File: config.mk
export PLATFORM = sky130hd
export DESIGN_NAME = sdr_init_seq
export DESIGN_NICKNAME = d
export VERILOG_FILES = /design/src/rtl/sdr_init_seq.sv
export SDC_FILE = /design/constraint.sdc
export NUM_CORES = 1
export LEC_CHECK = 0
export CORE_MARGIN = 2
export CORE_UTILIZATION = 49
export DETAILED_ROUTE_END_ITERATION = 10
export MAX_ROUTING_LAYER = met4
export PLACE_DENSITY = 0.75
export SLEW_MARGIN = 20
export SYNTH_ARGS = -nofsm -noshare
export SYNTH_HDL_FRONTEND = slang
export SYNTH_SLANG_ARGS = --single-unit
export TNS_END_PERCENT = 30
File: constraint.sdc
create_clock -name clk -period 3.58 [get_ports clk]
set_input_delay 0.537 -clock clk [delete_from_list [all_inputs] [get_ports clk]]
set_output_delay 0.537 -clock clk [all_outputs]
set_load 0.01 [all_outputs]
File: src/rtl/sdr_init_seq.sv
// sdr_init_seq: SDRAM power-up init sequencer (power-up wait, PRECHARGE ALL, N x AUTO REFRESH, LOAD MODE)
//   cfg_sdr_en/trp_d/trcar_d/mode_reg  configuration in; cfg_sdr_en low aborts to IDLE
//   cmd_req/cmd_gnt/cmd_rcw/cmd_addr/cmd_ba  command to the bus arbiter, held until cmd_req && cmd_gnt
//   init_busy/sdr_init_done  sequencer status back to the config master
module sdr_init_seq #(
    parameter int PWRUP_CYCLES = 20000,
    parameter int PWRUP_W      = 16,
    parameter int REF_COUNT    = 2,
    parameter int TMRD_CYCLES  = 2
) (
    input  logic        clk,
    input  logic        reset,
    input  logic        cfg_sdr_en,
    input  logic [3:0]  cfg_sdr_trp_d,
    input  logic [3:0]  cfg_sdr_trcar_d,
    input  logic [12:0] cfg_sdr_mode_reg,
    output logic        cmd_req,
    input  logic        cmd_gnt,
    output logic [2:0]  cmd_rcw,
    output logic [12:0] cmd_addr,
    output logic [1:0]  cmd_ba,
    output logic        init_busy,
    output logic        sdr_init_done
);
    typedef enum logic [3:0] {
        IDLE, PWRUP, PRE_REQ, PRE_WAIT, REF_REQ, REF_WAIT, MRS_REQ, MRS_WAIT, DONE
    } state_t;
    localparam logic [2:0] CMD_NOP = 3'b111;
    localparam logic [2:0] CMD_PRE = 3'b010;
    localparam logic [2:0] CMD_REF = 3'b001;
    localparam logic [2:0] CMD_MRS = 3'b000;
    localparam logic [PWRUP_W-1:0] PWR_LD = PWRUP_W'(PWRUP_CYCLES - 1);
    localparam logic [3:0] TMRD_LD = 4'(TMRD_CYCLES > 1 ? TMRD_CYCLES - 1 : 0);
    localparam logic [3:0] REF_N = 4'(REF_COUNT);
    state_t             state_q;
    logic [PWRUP_W-1:0] pwr_q;
    logic [3:0]         wait_q, ref_q;
    logic               req_q, busy_q, done_q;
    logic [2:0]         rcw_q;
    logic [12:0]        addr_q;
    logic [3:0]         wait_pre_d, wait_ref_d;
    // Wait counters run d'-1 down to 0 so a zero delay still gives one idle cycle.
    always_comb begin
        wait_pre_d = cfg_sdr_trp_d == 4'd0 ? 4'd0 : cfg_sdr_trp_d - 4'd1;
        wait_ref_d = cfg_sdr_trcar_d == 4'd0 ? 4'd0 : cfg_sdr_trcar_d - 4'd1;
    end
    always_ff @(posedge clk) begin
        // Dropping the enable outside IDLE behaves exactly like reset, beating any grant.
        if (reset || (state_q != IDLE && !cfg_sdr_en)) begin
            state_q <= IDLE;
            pwr_q   <= '0;
            wait_q  <= '0;
            ref_q   <= '0;
            req_q   <= 1'b0;
            rcw_q   <= CMD_NOP;
            addr_q  <= '0;
            busy_q  <= 1'b0;
            done_q  <= 1'b0;
        end else begin
            case (state_q)
                IDLE: if (cfg_sdr_en) begin
                    state_q <= PWRUP;
                    pwr_q   <= PWR_LD;
                    ref_q   <= '0;
                    busy_q  <= 1'b1;
                end
                PWRUP: if (pwr_q == '0) begin
                    state_q <= PRE_REQ;
                    req_q   <= 1'b1;
                    rcw_q   <= CMD_PRE;
                    addr_q  <= 13'h400;
                end else pwr_q <= pwr_q - PWRUP_W'(1);
                PRE_REQ: if (cmd_gnt) begin
                    state_q <= PRE_WAIT;
                    wait_q  <= wait_pre_d;
                    req_q   <= 1'b0;
                    rcw_q   <= CMD_NOP;
                    addr_q  <= '0;
                end
                PRE_WAIT: if (wait_q == 4'd0) begin
                    state_q <= REF_REQ;
                    req_q   <= 1'b1;
                    rcw_q   <= CMD_REF;
                end else wait_q <= wait_q - 4'd1;
                REF_REQ: if (cmd_gnt) begin
                    state_q <= REF_WAIT;
                    wait_q  <= wait_ref_d;
                    ref_q   <= ref_q + 4'd1;
                    req_q   <= 1'b0;
                    rcw_q   <= CMD_NOP;
                end
                REF_WAIT: if (wait_q == 4'd0) begin
                    state_q <= ref_q >= REF_N ? MRS_REQ : REF_REQ;
                    req_q   <= 1'b1;
                    rcw_q   <= ref_q >= REF_N ? CMD_MRS : CMD_REF;
                    addr_q  <= ref_q >= REF_N ? cfg_sdr_mode_reg : 13'h0;
                end else wait_q <= wait_q - 4'd1;
                MRS_REQ: if (cmd_gnt) begin
                    state_q <= MRS_WAIT;
                    wait_q  <= TMRD_LD;
                    req_q   <= 1'b0;
                    rcw_q   <= CMD_NOP;
                    addr_q  <= '0;
                end
                MRS_WAIT: if (wait_q == 4'd0) begin
                    state_q <= DONE;
                    busy_q  <= 1'b0;
                    done_q  <= 1'b1;
                end else wait_q <= wait_q - 4'd1;
                default: ;
            endcase
        end
    end
    assign cmd_req       = req_q;
    assign cmd_rcw       = rcw_q;
    assign cmd_addr      = addr_q;
    assign cmd_ba        = 2'b00;
    assign init_busy     = busy_q;
    assign sdr_init_done = done_q;
endmodule
**Yosys cells after proc, flatten, opt, wreduce, memory -nomap -nowiden**

Index checks and enable logic that the tools add are counted.

- Bits in registers: 47
- Output and inout port bits: 21
- Logic and storage cells: 106

- $add $sub $neg: 5
- Order comparisons: 1
- Equal/unequal tests: 20
- Multiplexer cells: 41
- Reduce and logical (&&, ||, !) cells: 30

Operators by type and width:

| operator | count |
|---|---|
| $mux 4 | 16 |
| $mux 13 | 4 |
| $pmux 13 s3 | 1 |
| $mux 16 | 2 |
| $pmux 16 s2 | 1 |
| $pmux 4 s8 | 1 |
| $ne 2x2->1 const B | 10 |
| $eq 4x3->1 const B | 4 |
| $logic_not 16->1 | 1 |
| $logic_not 4->1 | 4 |
| $pmux 4 s4 | 1 |
| $sub 16x1->16 const B | 1 |
| $mux 3 | 4 |
| $pmux 3 s4 | 1 |
| $reduce_bool 4->1 | 3 |
| $sub 4x1->4 const B | 3 |
| $reduce_and 5->1 | 2 |
| $reduce_and 3->1 | 3 |
| $reduce_and 9->1 | 1 |
| $eq 4x2->1 const B | 2 |
| $pmux 4 s2 | 1 |
| $reduce_and 4->1 | 2 |
| $reduce_bool 8->1 | 1 |
| $mux 1 | 6 |
| 15 further kinds | 22 |

**Depth between registers and ports, before layout**

- Depth after elaboration: 4
- Gate-level depth with buffers: 10
- Gate-level depth less buffers: 7

**Least setup slack after synthesis**

OpenSTA, ideal clock, no wires.

- Kind: reg-to-reg
- Start: register pwr_q[0]
- End: register addr_q[10], in the netlist cmd_addr[10]
- Arrival time: 2.122 ns
- Path slack: 1.336 ns
- Cell stages (with the launch flop): 11
- Path buffers: 3
- Period minus slack after synthesis: 2.244 ns
- Path through: dfxtp_1 > inv_1 > ha_1 > nor4b_1 > nand4_2 > and2_1 > buf_6 > or3_1 > buf_6 > buf_12 > mux2i_1

- Word-level cells in the longest chain between the ends: 3

Ends and longest elaborated chain:

| element | line | RTL |
|---|---|---|
| start, declared | 36 | `logic [PWRUP_W-1:0] pwr_q;` |
| start signal, assigned | 72 | `end else pwr_q <= pwr_q - PWRUP_W'(1);` |
| $logic_not 16->1 | 67 | `PWRUP: if (pwr_q == '0) begin` |
| $ne 2x2->1 (no line) | - |  |
| $reduce_and 4->1 (no line) | - |  |
| end signal, assigned | 96 | `addr_q <= ref_q >= REF_N ? cfg_sdr_mode_reg : 13'h0;` |
| end, declared | 40 | `logic [12:0] addr_q;` |

No other way between the ends.
A chain may end at the register's enable or synchronous reset.

**Worst setup path after layout**

- Start: register pwr_q[0]
- End: register addr_q[8], in the netlist cmd_addr[8]

The elaborated chain is that of the path after synthesis.

==> results.sh <==
export IMPL_status="complete, no violations"
export IMPL_netlist_area_um2=2580
export IMPL_fp_row_count=26
export IMPL_ys_types=45
export IMPL_slew_violations=0
export IMPL_synth_warnings=0
export IMPL_grt_pass1_vias=2107
export IMPL_top_usage_layer="met2"
export IMPL_cap_violations=0
export IMPL_gp_congestion=0.879
export IMPL_hpwl_um=4140
export IMPL_cp_arrival_ns=2.78
export IMPL_antenna_left=0
export IMPL_antenna_found_initial=0
export IMPL_cts_buffers=5
export IMPL_core_area_um2=5070
export IMPL_hold_buffers=0
export IMPL_grtUsageMet2_pct=32.0
export IMPL_crit_type="flip-flop to flip-flop"
export IMPL_path_cells="inv_1 -> ha_1 -> nor4b_1 -> nand4_2 -> and2_1 -> or3_1 -> mux2i_1"
export IMPL_start_util_pct=50.8
export IMPL_drt_wirelength_per_cell_um=13.5
export IMPL_hold_path_class="flip-flop to flip-flop"
export IMPL_slowest_stage="or3_1"
export IMPL_layout_drive_gt1_share_pct=4.90
export IMPL_fillers=489
export IMPL_dieHeight_um=76.5
export IMPL_final_cell_count_no_fill=417
export IMPL_grt_pass1_wl_um=9600
export IMPL_clk_path_buf_depth=2
export IMPL_max_freq_ghz=0.380
export IMPL_p_leak_nw=1.13
export IMPL_overflow=0
export IMPL_use_met1_pct=26.4
export IMPL_worst_path_max_fanout=13
export IMPL_finalCritPeriodShare_pct=73.5
export IMPL_tightest_slew_ns=0.869
export IMPL_port_buffers=43
export IMPL_vdd_drop_max_mv=0.182
export IMPL_slew_headroom_pct=41.3
export IMPL_cp_start_kind="flip-flop"
export IMPL_synthCells=310
export IMPL_avgSynthCellArea_um2=8.31
export IMPL_drt_wl_total_um=5620
export IMPL_cts_num_sinks=47
export IMPL_hold_viol=0
export IMPL_path_delay_family="simple AND/OR/NAND/NOR gates"
export IMPL_crit_path_end_kind="flip-flop"
export IMPL_ios=46
export IMPL_syn_to_final_growth_pct=20.4
export IMPL_critPathMaxStageDelay_ns=0.65
export IMPL_grt_use_total_pct=20.0
export IMPL_async_flop_share_pct=0
export IMPL_vias=2299
export IMPL_power_density_nw_per_um2=389
export IMPL_seq_area_frac_synth_pct=36.5
export IMPL_grt_max_degree=22
export IMPL_min_period_ns=2.63
export IMPL_cts_root_buffer="clkbuf_8"
export IMPL_vias_per_cell=5.51
export IMPL_cts_tree="yes"
export IMPL_grt_util_met3_pct=3.67
export IMPL_crit_buf_inv=1
export IMPL_worst_slack_ns=0.949
export IMPL_num_antenna_cells=0
export IMPL_synthFlopType="dfxtp_1"
export IMPL_ys_ff_latch=47
export IMPL_setup_violations=0
export IMPL_nets=378
export IMPL_die_area_um2=5850
export IMPL_dr_pass1_iters=4
export IMPL_die_x_um=76.5
export IMPL_tns_ns=0
export IMPL_skew_ns=0.00803
export IMPL_cp_required_ns=3.73
export IMPL_dp_cells=409
export IMPL_clkTransAtPathRegs_ns=0.08
export IMPL_postCtsSetupBuffers=0
export IMPL_dp_worst_setup_slack_ns=1.02
export IMPL_htree_levels=2
export IMPL_synth_edf_count=0
export IMPL_cts_resized=0
export IMPL_drt_initial_drc_count=94
export IMPL_drc=0
export IMPL_clk_latency_ns=0.29
export IMPL_rsz0062_at_grt="no"
placed cells by master (no fill, tap or decap), types with 7 or more instances in the layout:
cell type and instances:
a21oi_1 19, nor2_1 31, nor3_1 16, or4_1 7, xor2_1 10, mux2i_1 16, clkdlybuf4s50_1 43, nand2_1 37
o21ai_0 10, ha_1 7, inv_1 9, nand3_1 8, nand4_1 7, dfxtp_1 47
layer usage:
metal	vias up	share of wire [%]	wire length (µm)
met4	0	0.37	21
li1	1173	-	-
met2	44	50	2790
met5	-	0	0
met1	1080	46	2590
met3	2	3.7	209
synthesized netlist by cell type, types with 8 or more instances:
cell      instances  share of area, %
dfxtp_1          47                37
nand2_1          37               5.4
nor2_1           31               4.5
a21oi_1          19               3.7
mux2i_1          16               6.2
nor3_1           16               3.1
clkbuf_1         11               1.6
o21ai_0          10               1.9
xor2_1           10               3.4
inv_1             9               1.3
nand3_1           8               1.6
registers in the layout, indices dropped and copies added, names as in the netlist:
register       cells
cmd_addr          13
init_busy          1
state_q            4
pwr_q             16
sdr_init_done      1
ref_q              4
cmd_rcw            3
cmd_req            1
wait_q             4
stage by stage:
| step | hold WS [ns] | total power, mW | cell area, µm² | util (%) |
|---|---|---|---|---|
| 2_1_floorplan | 0.453 | 0.824 | 2580 | - |
| 3_3_place_gp | 0.447 | 0.903 | 3020 | 59.5 |
| 3_5_place_dp | 0.454 | 0.909 | 3020 | 59.5 |
| 4_1_cts | 0.464 | 1.22 | 3100 | 61.1 |
| 5_1_grt | 0.489 | 1.28 | 3100 | 61.1 |
| 6_report | 0.461 | 1.21 | 3100 | 61.1 |
cell type report:
type,instances,area (µm²),area share (%)
Clock buffer,5,68.8,2.22
Clock inverter,3,15.0,0.484
Inverter,9,33.8,1.09
Multi-Input combinational cell,237,1500,48.5
Sequential cell,47,941,30.3
Tap cell,70,87.6,2.82
Timing Repair Buffer,46,453,14.6
power by group:
| part | total [mW] | switching, mW | leakage (nW) | internal [mW] |
|---|---|---|---|---|
| sequential | 0.598 | 0.0438 | 0.383 | 0.554 |
| clock | 0.306 | 0.172 | 0.0477 | 0.134 |
| combinational | 0.303 | 0.163 | 0.700 | 0.140 |
path summary, 6_finish.rpt:
kind / from / to / slack, ns / depth (start not counted)
hold reg to reg: cmd_addr[3] / cmd_addr[3] / 0.46 / 2
setup reg to reg: pwr_q[0] / cmd_addr[8] / 0.95 / 7
hold / removal: cmd_addr[3] / cmd_addr[3] / 0.46 / 2
setup / recovery: pwr_q[0] / cmd_addr[8] / 0.95 / 7
worst reg2reg max path: stages, from the launching register on:
cell,delay (ns)
dfxtp_1,0.34
inv_1,0.07
ha_1,0.24
nor4b_1,0.35
nand4_2,0.29
and2_1,0.34
or3_1,0.65
mux2i_1,0.22
cells by family (layout without fill, tap and decap cells):
group	count (synthesis)	after routing	share of synthesized area [%]
compound gates	54	54	13.1
xor+xnor	16	16	5.44
fa+ha+maj	7	7	3.40
buf+inv	27	63	5.49
flops	47	47	36.5
mux	16	16	6.22
other cells	1	2	0.146
simple gates	142	142	29.7
Note: power is estimated with default switching activity, not from simulation.
